<file path="config.mk">
export PLATFORM = sky130hd
export DESIGN_NAME = cond_issue_sched
export DESIGN_NICKNAME = d
export VERILOG_FILES = /design/src/rtl/cond_issue_sched.sv
export SDC_FILE = /design/constraint.sdc
export NUM_CORES = 1
export LEC_CHECK = 0
export BUFFER_PORTS_ARGS = -buffer_cell sky130_fd_sc_hd__buf_2
export CELL_PAD_IN_SITES_DETAIL_PLACEMENT = 1
export CELL_PAD_IN_SITES_GLOBAL_PLACEMENT = 2
export CORE_MARGIN = 10
export CORE_UTILIZATION = 23
export CTS_CLUSTER_DIAMETER = 60
export DETAILED_ROUTE_END_ITERATION = 8
export PLACE_DENSITY_LB_ADDON = 0.3
export SLEW_MARGIN = 30
export SYNTH_ARGS = -nofsm -noshare
export SYNTH_HDL_FRONTEND = slang
export SYNTH_SLANG_ARGS = --single-unit
</file>
<file path="constraint.sdc">
create_clock -name clk -period 2.3 [get_ports clk]
set_input_delay 0.23 -clock clk [delete_from_list [all_inputs] [get_ports clk]]
set_output_delay 0.23 -clock clk [all_outputs]
set_load 0.03 [all_outputs]
</file>
<file path="src/rtl/cond_issue_sched.sv">
// Issue-stage condition scheduler: owns CPSR, counts in-flight flag writers,
// and decides execute / annul / stall for each decoded instruction.
module cond_issue_sched #(
  parameter int MAXPEND = 3,
  parameter int CNTW    = 2
) (
  input  logic            clk,
  input  logic            reset_n,
  input  logic            instvalidin,
  output logic            instreadyout,
  input  logic [3:0]      condin,
  input  logic            setflagsin,
  input  logic            flagwrvalidin,
  input  logic [3:0]      flagsin,
  input  logic            flushin,
  output logic            issuevalidout,
  output logic            issueexecout,
  output logic [3:0]      cpsrout,
  output logic [CNTW-1:0] pendout,
  output logic            errout
);

  logic [3:0]      cpsr_q, cpsr_d;
  logic [CNTW-1:0] pend_q, pend_d;
  logic            issue_valid_q, issue_valid_d;
  logic            issue_exec_q, issue_exec_d;
  logic            err_q, err_d;

  logic [3:0] eff;
  logic [2:0] cond;
  logic       sel, z, c, n, v;
  logic       cond_raw, cond_true;
  logic       pend_zero, dep_stall, cap_stall;
  logic       accepted, inc, dec;

  assign cond = condin[3:1];
  assign sel  = condin[0];
  assign eff  = flagwrvalidin ? flagsin : cpsr_q;
  assign z    = eff[0];
  assign c    = eff[1];
  assign n    = eff[2];
  assign v    = eff[3];

  always_comb begin
    cond_raw = 1'b0;
    unique case (cond)
      3'b000: cond_raw = z;
      3'b001: cond_raw = c;
      3'b010: cond_raw = n;
      3'b011: cond_raw = v;
      3'b100: cond_raw = c & ~z;
      3'b101: cond_raw = ~(n ^ v);
      3'b110: cond_raw = ~z & ~(n ^ v);
      default: cond_raw = 1'b0;
    endcase
  end

  assign cond_true = (cond == 3'b111) ? 1'b1 : (sel ^ cond_raw);

  // A sole pending writer retiring now lets the bypassed flags decide.
  assign pend_zero = (pend_q == '0);
  assign dep_stall = (cond != 3'b111) && !pend_zero &&
                     !((pend_q == CNTW'(1)) && flagwrvalidin);
  assign cap_stall = setflagsin && (pend_q == CNTW'(MAXPEND)) &&
                     !flagwrvalidin;

  assign instreadyout = reset_n & ~flushin & ~dep_stall & ~cap_stall;
  assign accepted     = instvalidin & instreadyout;
  assign inc          = accepted & setflagsin & cond_true;
  assign dec          = flagwrvalidin & ~pend_zero;

  always_comb begin
    cpsr_d        = flagwrvalidin ? flagsin : cpsr_q;
    issue_valid_d = accepted;
    issue_exec_d  = accepted & cond_true;
    err_d         = flagwrvalidin & pend_zero & ~flushin;
    if (flushin)
      pend_d = '0;
    else
      pend_d = pend_q + CNTW'(inc) - CNTW'(dec);
  end

  always_ff @(posedge clk) begin
    if (!reset_n) begin
      cpsr_q        <= '0;
      pend_q        <= '0;
      issue_valid_q <= 1'b0;
      issue_exec_q  <= 1'b0;
      err_q         <= 1'b0;
    end else begin
      cpsr_q        <= cpsr_d;
      pend_q        <= pend_d;
      issue_valid_q <= issue_valid_d;
      issue_exec_q  <= issue_exec_d;
      err_q         <= err_d;
    end
  end

  assign issuevalidout = issue_valid_q;
  assign issueexecout  = issue_exec_q;
  assign cpsrout       = cpsr_q;
  assign pendout       = pend_q;
  assign errout        = err_q;

endmodule

</file>
==> Word level (Yosys, flattened, before mapping) <==
Index checks and enable logic that the tools add are counted.
{ "totals": {"register_bits": 9, "in_bits": 14, "out_inout_bits": 10, "wordCells": 52} }
{ "op_classes": {"eq_ne": 10, "reduce_logical": 11, "muxes": 3, "n_bitwise": 21, "n_addsub": 2} }
{ "ops": {"columns": ["cell", "n"], "rows": [
  ["$and 1x1->1", 12],
  ["$eq 3x3->1 const B", 4],
  ["$not 1->1", 7],
  ["$pmux 1 s7", 1],
  ["$eq 3x2->1 const B", 2],
  ["$logic_and 1x1->1", 5],
  ["$mux 4", 1],
  ["$eq 3x1->1 const B", 1],
  ["$logic_not 1->1", 3],
  ["$logic_not 3->1", 1],
  ["$ne 3x3->1 const B", 1],
  ["$add 2x1->2", 1],
  ["$eq 2x1->1 const B", 1],
  ["$eq 2x2->1 const B", 1],
  ["$logic_not 2->1", 1],
  ["$reduce_or 2->1", 1],
  ["$sub 2x1->2", 1],
  ["$xor 1x1->1", 2],
  ["$mux 1", 1]
]} }

==> Depth between registers and ports, before layout <==
{ "depth": {"depth_word": 12, "ltp_mapped": 12, "depth_no_buf": 11} }

==> Worst setup path after synthesis <==
No wires, ideal clock.
{ "synth_timing": {"path_type": "register to register", "start": "reg cpsr_q[3] (netlist: cpsrout[3])", "end": "reg pend_q[1] (netlist: pendout[1])", "slack_ns": -0.362, "arrival_ns": 2.547, "setup_time_ns": 0.115, "t_required_ns": 2.185, "stages_incl_launch_ff": 12, "path_cell_list": "dfxtp_1 > xnor2_1 > mux4_2 > a221oi_2 > or3_2 > o2111ai_1 > ha_1 > inv_1 > ha_1 > xnor2_1 > xnor2_1 > and2_1"} }
{ "synth_via": {"elab_chain_len": 10} }
{ "synth_rtl": {"columns": ["item", "line", "source"], "rows": [
  ["start, declared", "23", "logic [3:0] cpsr_q, cpsr_d;"],
  ["start signal, assigned", "91", "cpsr_q <= cpsr_d;"],
  ["$mux 4 *", null, null],
  ["$xor 1x1->1", "52, 53", null],
  ["$not 1->1", "52, 53", null],
  ["$and 1x1->1", "53", "3'b110: cond_raw = ~z & ~(n ^ v);"],
  ["$pmux 1 s7 *", "46", "unique case (cond)"],
  ["$xor 1x1->1 *", "58", "assign cond_true = (cond == 3'b111) ? 1'b1 : (sel ^ cond_raw);"],
  ["$mux 1 *", "58", null],
  ["$and 1x1->1 *", "69", "assign inc = accepted & setflagsin & cond_true;"],
  ["$add 2x1->2 *", "80", "pend_d = pend_q + CNTW'(inc) - CNTW'(dec);"],
  ["$sub 2x1->2 *", "80", null],
  ["end signal, assigned", "92", "pend_q <= pend_d;"],
  ["end, declared", "24", "logic [CNTW-1:0] pend_q, pend_d;"]
]} }
Every way passes the cells marked *; elsewhere a longest branch is shown, timed or not.
A chain may end at the register's enable or synchronous reset.

==> Worst setup path in the final report <==
{ "layout_timing": {"start": "reg cpsr_q[2] (netlist: cpsrout[2])", "end": "reg pend_q[1] (netlist: pendout[1])"} }
The elaborated chain is that of the path after synthesis.

==> summary.md <==
| Metric | Value |
|---|---|
| Num ports | 24 |
| Antenna violations before repair | 0 |
| CP startpoint kind | flip-flop |
| Reg area | about 190 sq um |
| CTS clock-pin slew for the worst setup and hold paths | roughly 0.06 ns |
| Max Cap Viol | 0 |
| DRT iter0 DRCs | 8 |
| Setup crit end kind | flip-flop |
| CTS Buf Count | 3 |
| Slowest cell on the critical path | mux4_2 |
| CP max stage delay | approximately 0.47 ns |
| Initial Utilization | between 20% and 30% |
| Power share of the clock group | 30.4% |
| P per Cell Area | 462 mW/mm^2 |
| Yosys warns | 0 |
| Clock buffer depth | 2 |
| Post-synthesis cell type count | 31 |
| Die outline width | approximately 71 um |
| Seq/Total Area, Yosys | 30.7% |
| CP most frequent cell | xnor2_2 |
| H-tree depth | 1 |
| Crit-path cells | xnor2_2 > mux4_2 > a221oi_2 > or3_4 > o2111ai_2 > ha_1 > inv_2 > ha_4 > xnor2_2 > xnor2_1 > and2_1 |
| F_max | ~400 MHz |
| PortBufs | 23 |
| Fin crit period | roughly 2.5 ns |
| CP arrival | between 2 and 3 ns |
| Synth Instances | a little over 60 |
| Worst hold slack | roughly 0.24 ns |
| Drt first pass iters | 4 |
| WP data required | around 2.5 ns |
| Worst R2R Start | cpsrout[2] |
| Post-Syn Area per Cell | 9.46 sq um |
| Post-synthesis net count | a little under 80 |
| CTS sink count | 9 |
| Sw frac | between 20% and 30% |
| Worst VDD drop | 290 uV |
| Violated checks | negative setup slack |
| Die Span Y | approximately 70 um |
| PnR worst setup slack | -0.181 ns |
| Worst Setup SP | cpsrout[2] |
| Via count | 580 |
| Layout area overhead | 48.2% |
| Die area | just under 0.005 sq mm |
| Worst-Skew Late Latency | ~0.26 ns |
| Pre-CTS WS | -0.205 ns |
| CTS tree | yes |
| Layout Cells excl Fill | approximately 130 |
| Reg power frac | about two fifths |
| Fraction of layout cells with a size suffix above 1 | ~53% |
| Status | complete, but fails checks |
| Row count | 18 |
| LEAKAGE | 0.418 nW |
| Net switching power | around 0.00012 W |
| Remaining Overflow, GRT | 0 |
| Synth Register Bits | 9 |
| Post-route setup TNS | -0.184 ns |
| Global-route wire length before repair | around 3000 um |
| Slew at the pin closest to its max-slew limit | around 0.30 ns |
| Max_slew headroom | roughly four fifths |
| Comb pwr share | between 20 and 30% |
| HPWL after DPL | around 1500 um |
| Vias in the first global route | slightly below 700 |
| Cell Area, Synth | 587 sq um |
| Final WL | about 1700 um |
| Routed WL per cell | ~14 um |
| Hold Startpoint | reset_n |
| GRT Util Overall | about 7.3% |
| Nets | 114 |
| Clk_skew | 0.00545 ns |
| Fillers | 300 |
| Largest net degree at the start of global routing | 10 |
| Crit path kind | reg -> reg |
| DRT antenna net count | 0 |
| Vias/cell | roughly 4.6 |
| Area of the core | approximately 0.0025 sq mm |
| Worst Path Max Fanout | 2 |
| Hold crit path type | in -> reg |
| Inserted Diodes | 0 |
| Clk root buf | clkbuf_4 |
| Internal power | ~0.00028 W |
| Multi-input logic area | 417 sq um |
| Number of remaining DRC errors | 0 |
| Final Hold Viols | 0 |
| Final Cycle Share | 108% |
| Global placement routability congestion | roughly 0.75 |
| RSZ-0062 raised after global routing | yes |
| Finish-stage setup viols | 2 |
| DP Cell Count | 123 |
| Count of pins over their slew limit | 0 |
[through the flow]
stage / util [%] / total power, W / area (sq um)
2_1_floorplan: - / 0.000237 / 632
5_1_grt: 35.4 / 0.000431 / 870
6_report: 35.4 / 0.000402 / 870
3_3_place_gp: 34.4 / 0.000283 / 843
4_1_cts: 35.4 / 0.000415 / 870
3_5_place_dp: 34.4 / 0.000284 / 843
[path summary, 6_finish.rpt]
check                    end  slack, ns  cells past startpoint
setup / recovery  pendout[1]      -0.18                     11
hold / removal    cpsrout[0]       0.24                      2
setup reg to reg  pendout[1]      -0.18                     11
hold reg to reg   pendout[1]       0.62                      2
[per-layer routing]
| layer | GRT usage (%) | up-vias | wire [um] |
|---|---|---|---|
| li1 | - | 292 | - |
| met1 | 7.15 | 272 | 705 |
| met2 | 12.7 | 14 | 888 |
| met3 | 4.38 | 2 | 133 |
| met4 | 1.97 | 0 | 12 |
| met5 | 0 | - | 0 |
[layout make-up]
cell class / instances / area share [%]
flip-flops and latches: 9 / 21.6
clock buffers: 4 / 3.02
well taps: 30 / 4.32
repair buffers: 33 / 21.9
multi-input cells: 48 / 47.9
inverters: 3 / 1.29
[kinds of logic (layout without fill, tap and decap cells)]
group                    after synthesis  in the layout  synth area share (%)
XOR/XNOR                               4              4                  5.97
AO/OA/AOI/OAI                          8              8                  11.7
buffers and inverters                  5             40                  4.69
flip-flops                             9              9                  30.7
adder cells (fa/ha/maj)                2              2                  4.26
AND/OR/NAND/NOR                       27             27                  28.4
multiplexers                           7              7                  14.3
[timing repair]
| item | in CTS | in global routing |
|---|---|---|
| gates resized for setup | 1 | 0 |
| gates cloned | 0 | 0 |
| hold buffers | 0 | 0 |
| buffers inserted | 0 | 0 |
| setup endpoints to repair | 2 | 2 |
[power by group through the flow]
stage,Clock (W),Combinational [W],Sequential [W]
after detailed placement,0,0.000114,0.000170
after global placement,0,0.000113,0.000169
after CTS,0.000133,0.000116,0.000166
after floorplan,0,0.0000535,0.000184
after global routing,0.000140,0.000125,0.000166
final,0.000122,0.000114,0.000166
[synth_stat cells]
cell,count,area (sq um)
dfxtp_1,9,180
or3_2,1,7.51
nor2b_1,6,37.5
mux2i_1,5,50.1
and2_2,2,15.0
nor2_1,2,7.51
o211a_1,1,10.0
and3_2,1,7.51
a41oi_1,1,8.76
nor3_1,1,5.00
buf_2,1,5.00
ha_1,2,25.0
nand3_1,1,5.00
a21oi_1,1,5.00
and2b_2,1,8.76
nand3b_1,2,15.0
and3b_1,1,8.76
inv_1,3,11.3
o21a_1,1,7.51
and2_1,2,12.5
nand4b_1,1,8.76
o21ai_0,1,5.00
o2111ai_1,2,17.5
a221oi_2,1,15.0
mux4_2,1,22.5
buf_6,1,11.3
xnor2_1,4,35.0
nand2_1,4,15.0
and3_1,1,6.26
mux2_2,1,11.3
nand2b_1,1,6.26
[layout by cell type, fill, tap and decap left out, drive strengths merged, types with 3 or more instances in the layout]
cell type,n
buf,33
nor2b,6
and2,4
clkbuf,4
mux2i,5
dfxtp,9
xnor2,4
inv,3
nand2,4
[worst max-delay path, delay by kind of cell (launching register included)]
family,cells,cell delay (ns)
multiplexers,1,0.47
adder cells (fa/ha/maj),2,0.45
XOR/XNOR,3,0.38
AO/OA/AOI/OAI,2,0.37
flip-flops,1,0.35
AND/OR/NAND/NOR,2,0.31
buffers and inverters,1,0.04
[sequential cells by signal, indices dropped and copies added, names as in the netlist]
name and count:
errout 1, issueexecout 1, pendout 2, issuevalidout 1, cpsrout 4
Note: power is estimated with default switching activity, not from simulation.
